## src/rtl/lif_cfg_pkg.sv

```systemverilog
// Shared types and constants for the LIF neuron parameter loader:
// FSM states, payload byte map, committed-parameter bundle and reset values.
package lif_cfg_pkg;

  typedef enum logic [1:0] {
    IDLE   = 2'd0,
    RECV   = 2'd1,
    COMMIT = 2'd2
  } state_e;

  localparam int NUM_PAYLOAD = 5;

  localparam logic [2:0] IDX_WEIGHT = 3'd0;
  localparam logic [2:0] IDX_LEAK1  = 3'd1;
  localparam logic [2:0] IDX_LEAK2  = 3'd2;
  localparam logic [2:0] IDX_THRESH = 3'd3;
  localparam logic [2:0] IDX_CYCLES = 3'd4;
  localparam logic [2:0] IDX_CSUM   = 3'd5;

  typedef logic [NUM_PAYLOAD-1:0][7:0] payload_t;

  typedef struct packed {
    logic [2:0] weight_a;
    logic [7:0] leak_rate_1;
    logic [7:0] leak_rate_2;
    logic [7:0] threshold;
    logic [3:0] leak_cycles_1;
    logic [3:0] leak_cycles_2;
  } params_t;

  localparam params_t  PARAMS_RST  = '0;
  localparam payload_t PAYLOAD_RST = '0;

  // Maps the five shadow bytes onto the neuron's parameter fields.
  function automatic params_t decode_payload(input payload_t p);
    params_t r;
    r.weight_a      = p[IDX_WEIGHT][2:0];
    r.leak_rate_1   = p[IDX_LEAK1];
    r.leak_rate_2   = p[IDX_LEAK2];
    r.threshold     = p[IDX_THRESH];
    r.leak_cycles_1 = p[IDX_CYCLES][3:0];
    r.leak_cycles_2 = p[IDX_CYCLES][7:4];
    return r;
  endfunction

endpackage

```

## src/rtl/lif_cfg_timeout_timer.sv

```systemverilog
// Saturating 8-bit idle counter; expire fires on the increment that
// makes the count reach LIMIT (LIMIT == 0 disables it).
module lif_cfg_timeout_timer #(
  parameter logic [7:0] LIMIT = 8'd255
) (
  input  logic clk,
  input  logic reset,
  input  logic clr,
  input  logic en,
  output logic expire
);

  logic [7:0] count_q, count_d;

  always_comb begin
    // NOTE: every combinational output gets a default first, so no path
    // through the block leaves it unassigned and infers a latch.
    count_d = count_q;
    if (clr) begin
      count_d = 8'd0;
    end else if (en && (count_q != 8'hFF)) begin
      count_d = count_q + 8'd1;
    end
  end

  assign expire = en && !clr && (LIMIT != 8'd0) && (count_q == (LIMIT - 8'd1));

  // NOTE: state registers use non-blocking assignments so every flop
  // samples pre-edge values regardless of block evaluation order.
  always_ff @(posedge clk or posedge reset) begin
    if (reset) begin
      count_q <= 8'd0;
    end else begin
      count_q <= count_d;
    end
  end

endmodule

```

## src/rtl/lif_param_loader.sv

```systemverilog
// Receives a framed 5-byte parameter packet plus XOR checksum and commits it
// atomically to the neuron; failed or aborted loads leave outputs untouched.
module lif_param_loader
  import lif_cfg_pkg::*;
#(
  parameter logic [7:0] TIMEOUT_CYCLES = 8'd255
) (
  input  logic       clk,
  input  logic       reset,
  input  logic       load_start,
  input  logic       byte_valid,
  input  logic [7:0] data_in,
  output logic [2:0] weight_a,
  output logic [7:0] leak_rate_1,
  output logic [7:0] leak_rate_2,
  output logic [7:0] threshold,
  output logic [3:0] leak_cycles_1,
  output logic [3:0] leak_cycles_2,
  output logic       params_ready,
  output logic       params_updated,
  output logic       load_busy,
  output logic       load_error
);

  state_e   state_q,   state_d;
  logic [2:0] idx_q,   idx_d;
  logic [7:0] csum_q,  csum_d;
  payload_t shadow_q,  shadow_d;
  params_t  params_q,  params_d;
  logic     ready_q,   ready_d;
  logic     updated_q, updated_d;
  logic     error_q,   error_d;
  logic     tmr_clr,   tmr_en, tmr_expire;

  lif_cfg_timeout_timer #(
    .LIMIT (TIMEOUT_CYCLES)
  ) u_timer (
    .clk    (clk),
    .reset  (reset),
    .clr    (tmr_clr),
    .en     (tmr_en),
    .expire (tmr_expire)
  );

  always_comb begin
    state_d   = state_q;
    idx_d     = idx_q;
    csum_d    = csum_q;
    shadow_d  = shadow_q;
    params_d  = params_q;
    ready_d   = ready_q;
    updated_d = 1'b0;
    error_d   = error_q;
    tmr_clr   = 1'b0;
    tmr_en    = 1'b0;

    unique case (state_q)
      IDLE: begin
        if (load_start) begin
          state_d = RECV;
          idx_d   = 3'd0;
          csum_d  = 8'd0;
          tmr_clr = 1'b1;
          error_d = 1'b0;
        end
      end

      RECV: begin
        // A restart outranks a byte arriving in the same cycle.
        if (load_start) begin
          idx_d   = 3'd0;
          csum_d  = 8'd0;
          tmr_clr = 1'b1;
          error_d = 1'b0;
        end else if (byte_valid) begin
          tmr_clr = 1'b1;
          if (idx_q != IDX_CSUM) begin
            shadow_d[idx_q] = data_in;
            csum_d          = csum_q ^ data_in;
            idx_d           = idx_q + 3'd1;
          end else if ((data_in == csum_q) && (shadow_q[IDX_THRESH] != 8'd0)) begin
            state_d = COMMIT;
          end else begin
            state_d = IDLE;
            error_d = 1'b1;
          end
        end else begin
          tmr_en = 1'b1;
          if (tmr_expire) begin
            state_d = IDLE;
            error_d = 1'b1;
          end
        end
      end

      COMMIT: begin
        params_d  = decode_payload(shadow_q);
        ready_d   = 1'b1;
        updated_d = 1'b1;
        state_d   = IDLE;
      end

      default: state_d = IDLE;
    endcase
  end

  always_ff @(posedge clk or posedge reset) begin
    if (reset) begin
      state_q   <= IDLE;
      idx_q     <= 3'd0;
      csum_q    <= 8'd0;
      // NOTE: the shadow bank is small and must read as zero after reset,
      // so it is reset like any other register rather than left as RAM.
      shadow_q  <= PAYLOAD_RST;
      params_q  <= PARAMS_RST;
      ready_q   <= 1'b0;
      updated_q <= 1'b0;
      error_q   <= 1'b0;
    end else begin
      state_q   <= state_d;
      idx_q     <= idx_d;
      csum_q    <= csum_d;
      shadow_q  <= shadow_d;
      params_q  <= params_d;
      ready_q   <= ready_d;
      updated_q <= updated_d;
      error_q   <= error_d;
    end
  end

  assign weight_a       = params_q.weight_a;
  assign leak_rate_1    = params_q.leak_rate_1;
  assign leak_rate_2    = params_q.leak_rate_2;
  assign threshold      = params_q.threshold;
  assign leak_cycles_1  = params_q.leak_cycles_1;
  assign leak_cycles_2  = params_q.leak_cycles_2;
  assign params_ready   = ready_q;
  assign params_updated = updated_q;
  assign load_busy      = (state_q != IDLE);
  assign load_error     = error_q;

endmodule

```

## config.mk

```make
export PLATFORM = sky130hd
export DESIGN_NAME = lif_param_loader
export DESIGN_NICKNAME = d
export VERILOG_FILES = /design/src/rtl/lif_cfg_pkg.sv /design/src/rtl/lif_cfg_timeout_timer.sv /design/src/rtl/lif_param_loader.sv
export SDC_FILE = /design/constraint.sdc
export NUM_CORES = 1
export LEC_CHECK = 0
export CELL_PAD_IN_SITES_DETAIL_PLACEMENT = 2
export CELL_PAD_IN_SITES_GLOBAL_PLACEMENT = 2
export CORE_ASPECT_RATIO = 0.75
export CORE_MARGIN = 2
export CORE_UTILIZATION = 41
export DETAILED_ROUTE_END_ITERATION = 16
export PLACE_DENSITY = 0.91
export SYNTH_ARGS = -nofsm -noshare
export SYNTH_HDL_FRONTEND = slang
export SYNTH_HIERARCHICAL = 1
export SYNTH_SLANG_ARGS = --single-unit
```

## constraint.sdc

```tcl
create_clock -name clk -period 4.7 [get_ports clk]
set_input_delay 1.175 -clock clk [delete_from_list [all_inputs] [get_ports clk]]
set_output_delay 1.175 -clock clk [all_outputs]
set_load 0.1 [all_outputs]
```

==> results.tsv <==
metric	value	unit
synth-adder-area-share	1.247	%
rrSetupSlack	1890	ps
synth_cells	306	
hpwl	7593	microns
pwr-share-clk	34.7	%
antenna_left	0	
yosys_most_used_dff	dfrtp_1	
fin_tns_setup	0	ps
drv_cap	0	
yosys.area_share.simple	10.26	%
cp_cell_sequence	clkdlybuf4s50_1, nor3b_1, nor2b_1, nand3_2, or4_1, a21oi_1	
arrival	3990	ps
htreeDepth	3	
slew_violations	0	
power_frac_seq	48.5	%
fmax	268.5	MHz
vias	2645	
drt-total-wl	11240	microns
final_cell_mix	94 x dfrtp_1, 71 x mux2_2, 50 x clkdlybuf4s50_1	
final_cells	497	
hp-start	params_ready	
place_area	4661	sq um
placedCellCount	481	
reg2reg_depth	5	
yosys_warnings	6	
leakage	2.241	nW
insertion_delay	340	ps
start_util	41.90	%
power_density	470.3	nW/um^2
rsz0062_at_grt	no	
hold_end	params_ready	
pwr-share-comb	16.8	%
crit_required	4960	ps
synth_cell_types	45	
switchingPower	0.6390	mW
endpoint_kind	register	
cts_resized	0	
synth_xor_area_share	1.964	%
gp_congestion	0.7644	
core	9580	sq um
synth_seq_area_share	58.60	%
grt_overflow_total	0	
clock-skew-final	6.479	ps
clk_pin_slew	70	ps
drive_above_1_share	27.95	%
cp_slowest_stage_delay	670	ps
switching_share	27.22	%
synth_compound_area_share	5.767	%
synth_edf_count	0	
syn_nets	322	
intPower	1.709	mW
post-route-period-util	79.23	%
cts_tree	built	
ys_ff_latch	94	
rows	31	
hold_viol_final	0	
io_pins	51	
r2r-start	state_q[1]	
io_buffers	50	
grt_max_degree	50	
post_cts_buffers	0	
area_growth	24.38	%
muxShareOfSynthArea	20.17	%
startpoint_type	input pin	
status	complete, no violations	
syn-cell-area	4014	sq um
firstDrtPassIters	4	
ctsHoldBuffers	0	
min_path_cells	1	
die_h	89.69	microns
slowest_stage	nor2b_1	
grt_usage	22.92	%
detail_route.wl_per_cell	22.61	microns
min_period	3724	ps
cts_buffers	9	
criticalPathCategory	in2reg	
die_area	10610	sq um
grt_pass1_wl	17900	microns
r2r-end	u_timer/count_q[5]	
mostFrequentLayoutCell	dfrtp_1	
max_slew_margin	27.16	%
crit_fanout	10	
die_w	118.3	microns
fin_nets	376	
synth_area_per_cell	13.12	sq um
final_cell_area	4992	sq um
clk_path_buf_depth	2	
synthArstFlopShare	100.0	%
cts_num_sinks	94	
vias_per_cell	5.322	
antenna_found_initial	0	
hold_path.class	reg2reg	
drt_iter0_markers	121	
finalSetupViolCount	0	
root_buffer	clkbuf_16	
drc	0	
synth_top_family_by_area	multiplexers	
tightestPinTransition	1084	ps
n_antenna_cell	0	
grt_pass1_vias	3074	
ir_drop	0.2506	mV
==> worst max path at each step <==
stage | start | end | slack [ps] | depth (start not counted)
CTS | load_start | u_timer/count_q[5] | 1030 | 6
global route | load_start | u_timer/count_q[5] | 770 | 6
global placement | byte_valid | shadow_q[39] | 950 | 5
detailed placement | load_start | u_timer/count_q[5] | 840 | 6
finish | load_start | u_timer/count_q[5] | 980 | 6
floorplan | reset | csum_q[0] | 1300 | 1
==> power by group through the flow <==
stage	sequential, mW	combinational [mW]	clock, mW
2_1_floorplan	1.09	0.290	0
3_3_place_gp	1.12	0.347	0
3_5_place_dp	1.15	0.393	0
4_1_cts	1.14	0.401	0.838
5_1_grt	1.16	0.437	0.862
6_report	1.14	0.394	0.815
==> worst max-delay path: cells and delay by family <==
kind	cells	cell delay, ps
simple gates	4	2060
buf+inv	1	560
compound gates	1	170
==> synth_stat cells, types with 2 or more instances <==
| cell | number | area share, % |
|---|---|---|
| dfrtp_1 | 94 | 59 |
| mux2_2 | 71 | 20 |
| nand2_1 | 22 | 2.1 |
| a21oi_1 | 12 | 1.5 |
| nor2_1 | 12 | 1.1 |
| a31oi_1 | 10 | 1.6 |
| xnor2_1 | 9 | 2.0 |
| clkbuf_1 | 8 | 0.75 |
| inv_1 | 8 | 0.75 |
| nand2b_1 | 5 | 0.78 |
| nor3_1 | 5 | 0.62 |
| ha_1 | 4 | 1.2 |
| nand3_1 | 4 | 0.50 |
| a211oi_1 | 3 | 0.56 |
| or4_1 | 3 | 0.56 |
| nand3_2 | 2 | 0.50 |
| nand4_1 | 2 | 0.31 |
| nor2_2 | 2 | 0.31 |
| nor2b_1 | 2 | 0.31 |
| nor3_2 | 2 | 0.50 |
| o21bai_1 | 2 | 0.37 |
==> cell type report <==
cell class / count / area [sq um]
timing repair buffer: 54 / 530.5
inverter: 8 / 31.28
clock inverter: 4 / 95.09
sequential: 94 / 2352
clock buffer: 12 / 236.5
fill: 920 / 4588
tap: 132 / 165.2
multi-input combinational: 193 / 1582
==> through the flow <==
stage / total power, mW / setup slack (ps) / utilization, % / hold slack, ps
floorplan: 1.377 / 1303 / - / 470.9
global placement: 1.469 / 945.4 / 48.65 / 449.7
detailed placement: 1.542 / 836.5 / 48.65 / 465.0
CTS: 2.380 / 1031 / 52.11 / 484.2
global route: 2.463 / 771.4 / 52.11 / 505.2
finish: 2.348 / 976.2 / 52.11 / 478.0
==> registers in the layout, indices dropped and copies added (netlist names) <==
register,cells
leak_rate_1,8
shadow_q,35
csum_q,8
params_ready,1
leak_rate_2,8
state_q,2
leak_cycles_1,4
threshold,8
load_error,1
params_updated,1
leak_cycles_2,4
weight_a,3
u_timer/count_q,8
idx_q,3
==> metal layers <==
metal	vias up	track usage [%]	wire, microns
met5	-	0	0
met4	0	7.119	160
met3	14	4.861	519
met2	74	40.94	5663
met1	1362	28.56	4893
li1	1195	-	-
==> cells by family (layout without fill, tap and decap cells) <==
kind of cell / after synthesis / after routing
simple gates: 72 / 72
xor+xnor: 9 / 9
flops: 94 / 94
buf+inv: 19 / 78
compound gates: 36 / 36
mux: 72 / 72
fa+ha+maj: 4 / 4
Note: power is estimated with default switching activity, not from simulation.
